### config.mk
export PLATFORM = sky130hd
export DESIGN_NAME = param_updown_counter
export DESIGN_NICKNAME = d
export VERILOG_FILES = /design/src/rtl/param_updown_counter.sv
export SDC_FILE = /design/constraint.sdc
export NUM_CORES = 1
export LEC_CHECK = 0
export ABC_AREA = 1
export BUFFER_PORTS_ARGS = -buffer_cell sky130_fd_sc_hd__buf_4
export CAP_MARGIN = 0
export CORE_AREA = 4 4 41 43
export CTS_BUF_LIST = sky130_fd_sc_hd__clkbuf_16
export CTS_CLUSTER_DIAMETER = 50
export DETAILED_ROUTE_END_ITERATION = 8
export DIE_AREA = 0 0 45 47
export MAX_ROUTING_LAYER = met4
export PLACE_DENSITY = 0.53
export SLEW_MARGIN = 20
export SYNTH_ARGS = -nofsm -noshare
export SYNTH_HDL_FRONTEND = slang
export SYNTH_SLANG_ARGS = --single-unit
### constraint.sdc
create_clock -name clk -period 2.55 [get_ports clk]
set_input_delay 0.255 -clock clk [delete_from_list [all_inputs] [get_ports clk]]
set_output_delay 0.255 -clock clk [all_outputs]
set_load 0.03 [all_outputs]
### src/rtl/param_updown_counter.sv
// Parametrised up/down counter with configurable modulus, wrap/saturate mode,
// synchronous clear/load, a terminal-count flag and a registered wrap pulse.
module param_updown_counter #(
  parameter int WIDTH    = 4,
  parameter int MAX_VAL  = (1 << WIDTH) - 1,
  parameter bit SATURATE = 1'b0
) (
  input  logic             clk,
  input  logic             rst,
  input  logic             clr,
  input  logic             ld,
  input  logic [WIDTH-1:0] d,
  input  logic             en,
  input  logic             up,
  output logic [WIDTH-1:0] q,
  output logic             tc,
  output logic             wrap
);

  localparam logic [WIDTH-1:0] MAX_Q = WIDTH'(MAX_VAL);
  localparam logic [WIDTH-1:0] ONE_Q = WIDTH'(1);

  logic             at_max, at_min;
  logic [WIDTH-1:0] q_nxt;
  logic             wrap_nxt;

  assign at_max = (q == MAX_Q);
  assign at_min = (q == '0);
  assign tc     = en & ((up & at_max) | (~up & at_min));

  // Boundaries are handled by compare-and-reload, so non-power-of-2 moduli
  // never depend on natural WIDTH-bit overflow.
  always_comb begin
    q_nxt    = q;
    wrap_nxt = 1'b0;
    if (clr) begin
      q_nxt = '0;
    end else if (ld) begin
      q_nxt = (d > MAX_Q) ? MAX_Q : d;
    end else if (en) begin
      if (up) begin
        if (!at_max) begin
          q_nxt = q + ONE_Q;
        end else if (!SATURATE) begin
          q_nxt    = '0;
          wrap_nxt = 1'b1;
        end
      end else begin
        if (!at_min) begin
          q_nxt = q - ONE_Q;
        end else if (!SATURATE) begin
          q_nxt    = MAX_Q;
          wrap_nxt = 1'b1;
        end
      end
    end
  end

  always_ff @(posedge clk or negedge rst) begin
    if (!rst) begin
      q    <= '0;
      wrap <= 1'b0;
    end else begin
      q    <= q_nxt;
      wrap <= wrap_nxt;
    end
  end

endmodule

-- Yosys cells after proc, flatten, opt, wreduce, memory -nomap -nowiden
Cells that the tools add are included.
- multiplexer cells: 13
- bitwise gates (word level): 5
- $lt $le $gt $ge: 1
- add/subtract/negate cells: 2
- reductions and logical operators: 2
- eq/ne operators: 1
- operators with widths (kind ; count):
    $mux 4 ; 7
    $mux 1 ; 6
    $add 4x1->4 const B ; 1
    $eq 4x4->1 const B ; 1
    $gt 4x4->1 const B ; 1
    $logic_not 4->1 ; 1
    $sub 4x1->4 const B ; 1
    $and 1x1->1 ; 3
    $reduce_bool 3->1 ; 1
    $not 1->1 ; 1
    $or 1x1->1 ; 1
- word-level logic and storage cells: 26
- register bits: 5
- output and inout bits: 6
- bits of input ports: 10

-- Depth between registers and ports, before layout
- depth after elaboration: 6
- mapped depth: 10
- gate-level depth less buffers: 10

-- Worst setup path after synthesis
No wires, ideal clock.
- path type: register to output
- start point: register q[1]
- end point: output tc
- path buffers: 0
- stages on the path, launching flop included: 6
- data arrival time: 1.311 ns
- required time: 2.295 ns
- path slack: 0.984 ns
- path through: dfrtp_1 ha_1 nand2_2 o21ai_1 nand3_1 inv_1
- longest elaborated chain between the ends: 4
- elaborated cells between the ends (all ways): 6
- classes of those cells: eq/ne: 1; bitwise: 4; reduce/logical: 1
- RTL lines (what ; line ; RTL):
    start, declared ; 15 ; output logic [WIDTH-1:0] q,
    start signal, assigned ; 64 ; q <= q_nxt;
    $eq 4x4->1 / $logic_not 4->1 (equally long branches) ; 27, 28 ;
    $and 1x1->1 ; 29 ; assign tc = en & ((up & at_max) | (~up & at_min));
    $or 1x1->1 (*) ; 29 ;
    $and 1x1->1 (*) ; 29 ;
    end, declared ; 16 ; output logic tc,
Mark *: on every way between the ends. The rest lies on a longest branch, timed or not.

-- Worst setup path after layout
Ends and elaborated chain as after synthesis.

==> flow_summary.json <==
{
  "grt_max_degree": 10,
  "drc": 0,
  "clock-sinks": 5,
  "whs_ns": 0.237,
  "ctsHoldBuffers": 1,
  "crit_type": "reg -> out",
  "syn_inst": 62,
  "viasPerCell": 4.65,
  "synth_compound_area_frac": 0.115,
  "grt_use_total": 0.130,
  "syn-num-nets": 75,
  "die_x_um": 45,
  "tns_ns": 0,
  "clockPowerShare": 0.554,
  "internal-power_uw": 333,
  "cts_tree": "built",
  "antenna_found_initial": 0,
  "timing.critical_path.mode_cell": "inv_1",
  "period_minus_slack_ns": 1.70,
  "worstPathArrival_ns": 1.45,
  "synthSimpleGateAreaFrac": 0.378,
  "post_cts.repair.setup_buffers": 0,
  "dieArea_um2": 2120,
  "finClkSkew_ns": 0.000690,
  "placementRows": 13,
  "dp.cells": 91,
  "syn_avg_cell_area_um2": 7.00,
  "tightestPinTransition_ns": 0.424,
  "drive_gt1_frac": 0.321,
  "drtIter0Drc": 6,
  "power_switching_uw": 124,
  "path_delay_family": "flip-flops",
  "syn_area_um2": 434,
  "dr_total_vias": 446,
  "clkTransAtPathRegs_ns": 0.03,
  "rsz0062_at_grt": "no",
  "synth_top_family_by_area": "simple AND/OR/NAND/NOR gates",
  "overflow": 0,
  "power_frac_comb": 0.222,
  "ioPinCount": 16,
  "h-tree-depth": 1,
  "p_leak_nw": 0.355,
  "synth_fa_ha_area_frac": 0.0865,
  "routedWlPerCell_um": 11.3,
  "pre_cts_ws_ns": 1.08,
  "grt_pass1_vias": 439,
  "end_kind": "output pin",
  "insertion_delay_ns": 0.23,
  "max_freq_mhz": 588,
  "min_period_over_period": 0.667,
  "area.growth.synth_to_final_pct": 48.1,
  "power_density_nw_per_um2": 710,
  "slew_headroom": 0.717,
  "muxShareOfSynthArea": 0,
  "placed_area_um2": 554,
  "stdcell_count": 96,
  "drv_cap": 0,
  "die_h_um": 47,
  "path_max_fanout": 6,
  "critical-path-slowest-cell": "dfrtp_1",
  "setup_viol": 0,
  "cp.required_ns": 2.30,
  "core_area_um2": 1300,
  "drt_pass1_iterations": 4,
  "globalplace.congestion": 0.800,
  "ys_seq_area_frac": 0.288,
  "dp_hpwl_um": 894,
  "setup_ws_ns": 0.849,
  "synth_xor_area_frac": 0.0202,
  "cts_resized": 0,
  "synth_cell_type_count": 20,
  "crit_chain": "inv_1 -> ha_1 -> nand2_1 -> nand2_2 -> nand3_1 -> inv_1 -> buf_4",
  "ys_seq_elements": 5,
  "cts.root.buffer_cell": "clkbuf_16",
  "numCtsBuffers": 3,
  "hp-class": "in -> reg",
  "final-hold-violation-count": 0,
  "start_util": 0.334,
  "clk_path_buf_depth": 2,
  "port_buffers": 15,
  "vdd_drop_max_mv": 0.366,
  "grt_first_pass_wirelength_um": 1890,
  "finalNetCount": 95,
  "startpoint_type": "flop",
  "n_antenna_cell": 0,
  "seqPwrFrac": 0.224,
  "p_sw_frac": 0.272,
  "antenna_left": 0,
  "slew_viol_final": 0,
  "path_buf_inv": 3,
  "wirelength_um": 1080,
  "max_stage_delay_ns": 0.47,
  "yosysWarnings": 0,
  "final_area_um2": 643,
  "status": "complete, no violations"
}
## state kept, by name, indices dropped and copies added, names as in the netlist
register and count:
q 4, wrap 1
## cells in the final DEF, fill, tap and decap left out, drive strengths merged
cell type and n:
clkbuf 3, nor2 8, xor2 1, o22ai 1
inv 11, nor3 2, a21oi 2, dfrtp 5
nand2 17, buf 15, nand3 5, nand4 1
dlygate4sd3 1, ha 3, o21ai 5, o2111ai 1
## cells by family (layout without fill, tap and decap cells)
family	Yosys count	count (layout)
AOI/OAI and AO/OA	9	9
adders and majority gates	3	3
buffers and inverters	11	30
DFF	5	5
and+or+nand+nor	33	33
xor gates and xnor gates	1	1
## power by group through the flow
stage                     Combinational (mW)  Sequential (mW)  Clock, mW
final                                  0.102            0.102      0.253
after global routing                   0.115            0.104      0.262
after CTS                              0.103            0.102      0.258
after detailed placement               0.102            0.103          0
after global placement                 0.103            0.103          0
after floorplan                       0.0571            0.110          0
## metal layers
| layer | routed length (µm) | GRT usage |
|---|---|---|
| met5 | 0 | - |
| met2 | 522 | 0.206 |
| met3 | 99 | 0.0651 |
| met4 | 0 | 0.0351 |
| met1 | 462 | 0.143 |
## worst paths after layout
check,start,to,slack (ns),depth (start not counted)
max,q[1],tc,0.85,7
min,clr,wrap,0.24,2
max reg2reg,q[1],q[2],1.13,7
min reg2reg,q[3],q[3],0.63,2
max in group asynchronous,rst,q[3],2.06,2
min in group asynchronous,rst,q[0],0.38,2
## metrics by stage
stage                      util  total power [mW]
after floorplan               -             0.167
after CTS                 0.494             0.464
final                     0.494             0.457
after global routing      0.494             0.481
after detailed placement  0.426             0.205
after global placement    0.426             0.206
## layout make-up
type                    count  area [µm²]
inverters                  10        37.5
multi-input cells          46         260
clock buffers               3        75.1
fillers                   143         658
clock inverters             1        3.75
flip-flops and latches      5         125
repair buffers             16         123
well taps                  15        18.8
## cells in the mapped netlist
cell | instances | area share
xor2_1 | 1 | 0.020
nor2_2 | 1 | 0.014
nand2_2 | 3 | 0.043
ha_1 | 3 | 0.086
nor3_1 | 1 | 0.012
a21oi_1 | 2 | 0.023
dfrtp_1 | 5 | 0.29
nand4_1 | 1 | 0.014
nor2_1 | 6 | 0.052
o2111ai_1 | 1 | 0.020
nand3_1 | 5 | 0.058
o21ai_1 | 4 | 0.046
nand2_1 | 14 | 0.12
nor2_4 | 1 | 0.026
nor3_4 | 1 | 0.037
o22ai_1 | 1 | 0.014
inv_2 | 2 | 0.017
o21ai_0 | 1 | 0.012
buf_6 | 1 | 0.026
inv_1 | 8 | 0.069
No activity file was read; power rests on OpenSTA's default activity.
